==> config.mk <==
export PLATFORM = sky130hd
export DESIGN_NAME = cpu_bus_cycle_master
export DESIGN_NICKNAME = d
export VERILOG_FILES = /design/src/rtl/cpu_bus_cycle_master.sv
export SDC_FILE = /design/constraint.sdc
export NUM_CORES = 1
export LEC_CHECK = 0
export ABC_AREA = 1
export ABC_CLOCK_PERIOD_IN_PS = 1800
export BUFFER_PORTS_ARGS = -buffer_cell sky130_fd_sc_hd__buf_2
export CAP_MARGIN = 20
export CORE_AREA = 3 3 85 87
export DETAILED_ROUTE_END_ITERATION = 16
export DIE_AREA = 0 0 88 90
export PLACE_DENSITY = 0.62
export SYNTH_ARGS = -nofsm -noshare
export SYNTH_HDL_FRONTEND = slang
export SYNTH_SLANG_ARGS = --single-unit
==> constraint.sdc <==
create_clock -name clock -period 1.8 [get_ports clock]
set_input_delay 0.36 -clock clock [delete_from_list [all_inputs] [get_ports clock]]
set_output_delay 0.36 -clock clock [all_outputs]
set_load 0.02 [all_outputs]
==> src/rtl/cpu_bus_cycle_master.sv <==
// 8088-style bus-cycle initiator: sequences T1-T2-T3-(TW)*-T4 on the status/ready
// protocol and returns read data, or an error on a ready timeout or invalid type.
//
// state | meaning
// IDLE  | bus passive, accepting requests
// T1    | status and address driven
// T2    | write data driven for write types
// T3    | first ready sample (halt skips the sample)
// TW    | wait state, ready sampled each cycle against the timeout
// T4    | response pulse, bus passive, next request may be accepted
// ERR   | one-cycle error response for an invalid request type
module cpu_bus_cycle_master #(
    parameter int TIMEOUT_CYCLES = 1024,
    parameter int TIMEOUT_WIDTH  = 11
) (
    input  logic        clock,
    input  logic        reset_n,
    input  logic        req_valid,
    output logic        req_ready,
    input  logic [2:0]  req_type,
    input  logic [19:0] req_address,
    input  logic [7:0]  req_wdata,
    input  logic        req_lock,
    output logic        rsp_valid,
    output logic [7:0]  rsp_rdata,
    output logic        rsp_error,
    output logic [2:0]  processor_status,
    output logic        processor_lock_n,
    output logic [19:0] cpu_address,
    output logic [7:0]  cpu_data_bus,
    input  logic        processor_ready,
    input  logic [7:0]  data_bus_in
);

    typedef enum logic [2:0] {
        S_IDLE,
        S_T1,
        S_T2,
        S_T3,
        S_TW,
        S_T4,
        S_ERR
    } state_t;

    localparam logic [2:0] TYPE_INTA    = 3'b000;
    localparam logic [2:0] TYPE_IO_RD   = 3'b001;
    localparam logic [2:0] TYPE_IO_WR   = 3'b010;
    localparam logic [2:0] TYPE_HALT    = 3'b011;
    localparam logic [2:0] TYPE_CODE    = 3'b100;
    localparam logic [2:0] TYPE_MEM_RD  = 3'b101;
    localparam logic [2:0] TYPE_MEM_WR  = 3'b110;
    localparam logic [2:0] TYPE_INVALID = 3'b111;

    localparam logic [TIMEOUT_WIDTH-1:0] WAIT_LIMIT = TIMEOUT_WIDTH'(TIMEOUT_CYCLES);

    state_t                   state_q, state_d;
    logic [2:0]               type_q;
    logic [19:0]              addr_q;
    logic [7:0]               wdata_q;
    logic                     lock_q;
    logic [TIMEOUT_WIDTH-1:0] wait_q;
    logic                     err_q;
    logic [7:0]               rdata_q;

    logic accept;
    logic capture;
    logic timeout;
    logic wait_inc;
    logic type_is_read;
    logic type_is_write;

    assign type_is_read  = (type_q == TYPE_INTA) || (type_q == TYPE_IO_RD) ||
                           (type_q == TYPE_CODE) || (type_q == TYPE_MEM_RD);
    assign type_is_write = (type_q == TYPE_IO_WR) || (type_q == TYPE_MEM_WR);

    always_comb begin
        state_d   = state_q;
        req_ready = 1'b0;
        rsp_valid = 1'b0;
        rsp_error = 1'b0;
        accept    = 1'b0;
        capture   = 1'b0;
        timeout   = 1'b0;
        wait_inc  = 1'b0;
        case (state_q)
            S_IDLE: begin
                req_ready = 1'b1;
                if (req_valid) begin
                    accept  = 1'b1;
                    state_d = (req_type == TYPE_INVALID) ? S_ERR : S_T1;
                end
            end
            S_T1: state_d = S_T2;
            S_T2: state_d = S_T3;
            S_T3: begin
                if (type_q == TYPE_HALT) begin
                    state_d = S_T4;
                end else if (processor_ready) begin
                    capture = 1'b1;
                    state_d = S_T4;
                end else begin
                    wait_inc = 1'b1;
                    state_d  = S_TW;
                end
            end
            S_TW: begin
                // ready in the last allowed wait state still completes normally
                if (processor_ready) begin
                    capture = 1'b1;
                    state_d = S_T4;
                end else if (wait_q == WAIT_LIMIT) begin
                    timeout = 1'b1;
                    state_d = S_T4;
                end else begin
                    wait_inc = 1'b1;
                end
            end
            S_T4: begin
                req_ready = 1'b1;
                rsp_valid = 1'b1;
                rsp_error = err_q;
                if (req_valid) begin
                    accept  = 1'b1;
                    state_d = (req_type == TYPE_INVALID) ? S_ERR : S_T1;
                end else begin
                    state_d = S_IDLE;
                end
            end
            S_ERR: begin
                rsp_valid = 1'b1;
                rsp_error = 1'b1;
                state_d   = S_IDLE;
            end
            default: state_d = S_IDLE;
        endcase
    end

    always_ff @(posedge clock) begin
        if (!reset_n) begin
            state_q <= S_IDLE;
            type_q  <= TYPE_INVALID;
            addr_q  <= '0;
            wdata_q <= '0;
            lock_q  <= 1'b0;
            wait_q  <= '0;
            err_q   <= 1'b0;
            rdata_q <= '0;
        end else begin
            state_q <= state_d;
            if (accept && (req_type != TYPE_INVALID)) begin
                type_q  <= req_type;
                addr_q  <= req_address;
                wdata_q <= req_wdata;
                lock_q  <= req_lock;
                wait_q  <= '0;
                err_q   <= 1'b0;
            end
            if (wait_inc) begin
                wait_q <= wait_q + 1'b1;
            end
            if (timeout) begin
                err_q <= 1'b1;
            end
            if (capture && type_is_read) begin
                rdata_q <= data_bus_in;
            end
        end
    end

    logic bus_active;
    logic data_phase;
    logic lock_phase;

    assign bus_active = (state_q == S_T1) || (state_q == S_T2) ||
                        (state_q == S_T3) || (state_q == S_TW);
    assign data_phase = (state_q == S_T2) || (state_q == S_T3) ||
                        (state_q == S_TW) || (state_q == S_T4);
    assign lock_phase = bus_active || (state_q == S_T4);

    assign processor_status = bus_active ? type_q : 3'b111;
    assign processor_lock_n = lock_phase ? ~lock_q : 1'b1;
    assign cpu_address      = addr_q;
    assign cpu_data_bus     = (data_phase && type_is_write) ? wdata_q : 8'h00;
    assign rsp_rdata        = rdata_q;

endmodule

==> run_results.csv <==
group,metric,value,unit
outcome,status,"finished clean",
route,ant_nets,0,
grt,grt_max_degree,28,
timing,fin_ws,0.0349,ns
timing,skew,0.00548,ns
placement,dp_hpwl,4860,µm
grt,grt_antenna_before_repair,0,
worst_setup_path,critPathRequiredTime,1.44,ns
timing,period_share,0.981,
placement,place_area,3020,µm²
hold_path,hold_class,"primary input to register",
grt,grt_use_total,0.169,
floorplan,die_area,7920,µm²
synthesis,synth_edf_count,0,
grt,grt_pass1_vias,2473,
synthesis,syn_inst,351,
flow_run,drv_cap,0,
clock_tree,cts_sinks,55,
floorplan,fp.dieW,88,µm
worst_setup_path,arrival,1.41,ns
timing,fmax,0.567,GHz
grt,gr-max-usage-layer,"met2",
pwr,intPower,2090,µW
floorplan,initial_core_util,0.396,
synthesis,ys_top_cells_by_count,"nor2_1, dfxtp_1, nand2_1",
synthesis,synth-main-ff-cell,"dfxtp_1",
route,wl,6590,µm
finish,area_growth,26.9,%
grt,grt_use_met2,0.277,
finish,drive_gt1_frac,0.301,
pwr,pwr-share-seq,0.443,
timing,finalSetupViolations,0,
timing,worstMarginPinSlew,0.387,ns
grt,grt_pass1_wl,11100,µm
floorplan,std_cell_rows,29,
clock_tree,clk_pin_slew,0.10,ns
timing,finalMaxSlewViolations,0,
clock_tree,htreeDepth,2,
synthesis,yosysWarnings,0,
synthesis,yosysMostFrequentCell,"nor2_1",
grt,met1_usage,0.211,
timing,rsz0062_at_grt,"yes",
timing,hold_violations,0,
placement,dp.cells,505,
timing,hold_ws,0.269,ns
floorplan,core,6420,µm²
placement,pre_cts_slack,0.253,ns
clock_tree,cts_tree,"built",
route,vias_per_cell,4.91,
synthesis,avgSynthCellArea,7.25,µm²
worst_setup_path,crit_type,"register to output port",
finish,fin_nets,485,
synthesis,seq_area_frac_synth,0.433,
finish,regArea,1100,µm²
clock_tree,cts.path.max_buffers,2,
clock_tree,clockRootBuffer,"clkbuf_8",
route,drc,0,
pwr,switchingPower,1280,µW
pwr,switching_share,0.380,
synthesis,netlist-cell-type-count,32,
synthesis,synthArstFlopShare,0,
placement,gp_congestion,0.782,
worst_setup_path,start_kind,"register",
timing,min_period,1.77,ns
clock_tree,insertion_delay,0.31,ns
pwr,p_comb_frac,0.339,
pwr,p_per_area,1040,nW/µm²
finish,utilization,0.503,
synthesis,post-synth-top-area-fraction,0.433,
floorplan,io_pins,87,
synthesis,synth_seq_cells,55,
finish,stdcell_area,3230,µm²
finish,fillCellCount,636,
pwr,clockPowerShare,0.217,
route,drtIter0Drc,108,
synthesis,syn-cell-area,2540,µm²
floorplan,fp.dieH,90,µm
timing,timing.slew.headroom,0.741,
grt,met3_usage,0.0612,
worst_setup_path,cp-end-kind,"output port",
route,num_vias,2532,
finish,finalNonFillerCells,516,
grt,overflow,0,
synthesis,ys_top_cells_by_area,"dfxtp_1, nor2_1, o21ai_0",
synthesis,synth_top_area_cell,"dfxtp_1",
clock_tree,cts_buffers,5,
finish,diodes,0,
worst_setup_path,critPathMaxFanout,8,
clock_tree,ctsHoldBuffers,0,
pwr,ir_drop,701,µV
synthesis,synth_nets,398,
finish,multi_input_area,1240,µm²
route,drt_pass1_iterations,4,
route,wl_per_cell,12.8,µm
placement,io_buffers,86,
pwr,p_leak,0.00145,µW
## final cells by class
type | count | area share
Clock inverter | 3 | 0.00852
Timing Repair Buffer | 97 | 0.173
Inverter | 32 | 0.0399
Clock buffer | 5 | 0.0213
Sequential cell | 55 | 0.342
Tap cell | 77 | 0.0298
Multi-Input combinational cell | 247 | 0.385
## logic make-up (layout without fill, tap and decap cells)
| family | Yosys count | count (layout) | synth area share |
|---|---|---|---|
| and+or+nand+nor | 168 | 168 | 0.291 |
| AOI/OAI and AO/OA | 76 | 76 | 0.166 |
| DFF | 55 | 55 | 0.433 |
| buffers and inverters | 49 | 137 | 0.0959 |
| adders and majority gates | 3 | 3 | 0.0148 |
## worst max-delay path: stages, from the launching register on
cell and delay (ns):
dfxtp_2 0.35, buf_6 0.15, clkinvlp_4 0.14, nand2_2 0.11
nand2_4 0.06, o21ai_2 0.15, buf_6 0.13
## flip-flops by register name, summed over array words and instances, names as in the netlist
name	cells
cpu_address	20
err_q	1
lock_q	1
rsp_rdata	8
state_q	3
type_q	3
wait_q	11
wdata_q	8
## metrics by stage
step	TNS (ns)	total power [µW]
6_report	0	3370
5_1_grt	-0.150	3600
4_1_cts	0	3320
3_5_place_dp	0	2570
3_3_place_gp	0	2560
2_1_floorplan	0	2270
## power by group through the flow
| stage | Sequential [µW] | Combinational, µW | Clock, µW |
|---|---|---|---|
| 2_1_floorplan | 1630 | 641 | 0 |
| 3_3_place_gp | 1500 | 1060 | 0 |
| 3_5_place_dp | 1510 | 1060 | 0 |
| 4_1_cts | 1480 | 1080 | 760 |
| 5_1_grt | 1510 | 1270 | 816 |
| 6_report | 1490 | 1140 | 731 |
## layout by cell type (no fill, tap or decap), types with 2 or more instances in the layout
master	Yosys	final
nand3_1	14	13
nor3_1	3	3
a21oi_1	19	19
ha_1	3	3
nand2_4	1	3
o21bai_1	2	2
dfxtp_1	55	52
dfxtp_2	0	3
clkbuf_8	0	5
clkinvlp_4	0	2
nor2_4	1	2
buf_6	5	3
o21ai_2	2	3
nand4_1	14	14
inv_1	28	26
buf_4	4	16
nand2_2	4	4
inv_4	1	2
nand3_4	0	2
buf_2	4	77
a31oi_1	2	2
o21ai_0	42	41
o211ai_1	3	3
nand2_1	46	44
nor2_1	81	81
inv_2	3	3
o21ai_1	2	2
## worst paths after layout
| path | startpoint | to | slack [ns] | cells past startpoint |
|---|---|---|---|---|
| hold reg to reg | wdata_q[5] | wdata_q[5] | 0.46 | 2 |
| setup reg to reg | state_q[2] | rsp_rdata[6] | 0.12 | 9 |
| hold / removal | data_bus_in[5] | rsp_rdata[5] | 0.27 | 3 |
| setup / recovery | state_q[2] | processor_lock_n | 0.03 | 6 |
## layer usage
metal	wire, µm	up-vias
li1	-	1322
met1	2880	1142
met2	3170	63
met3	491	5
met4	56	0
met5	0	-
## what timing repair did
action                     CTS  global route
setup endpoints to repair    9            13
gates cloned                 0             0
resized for setup            4            24
hold endpoints to repair     0             0
pin swaps                    0             1
setup buffers                0             3
(Power assumes the default switching activity.)
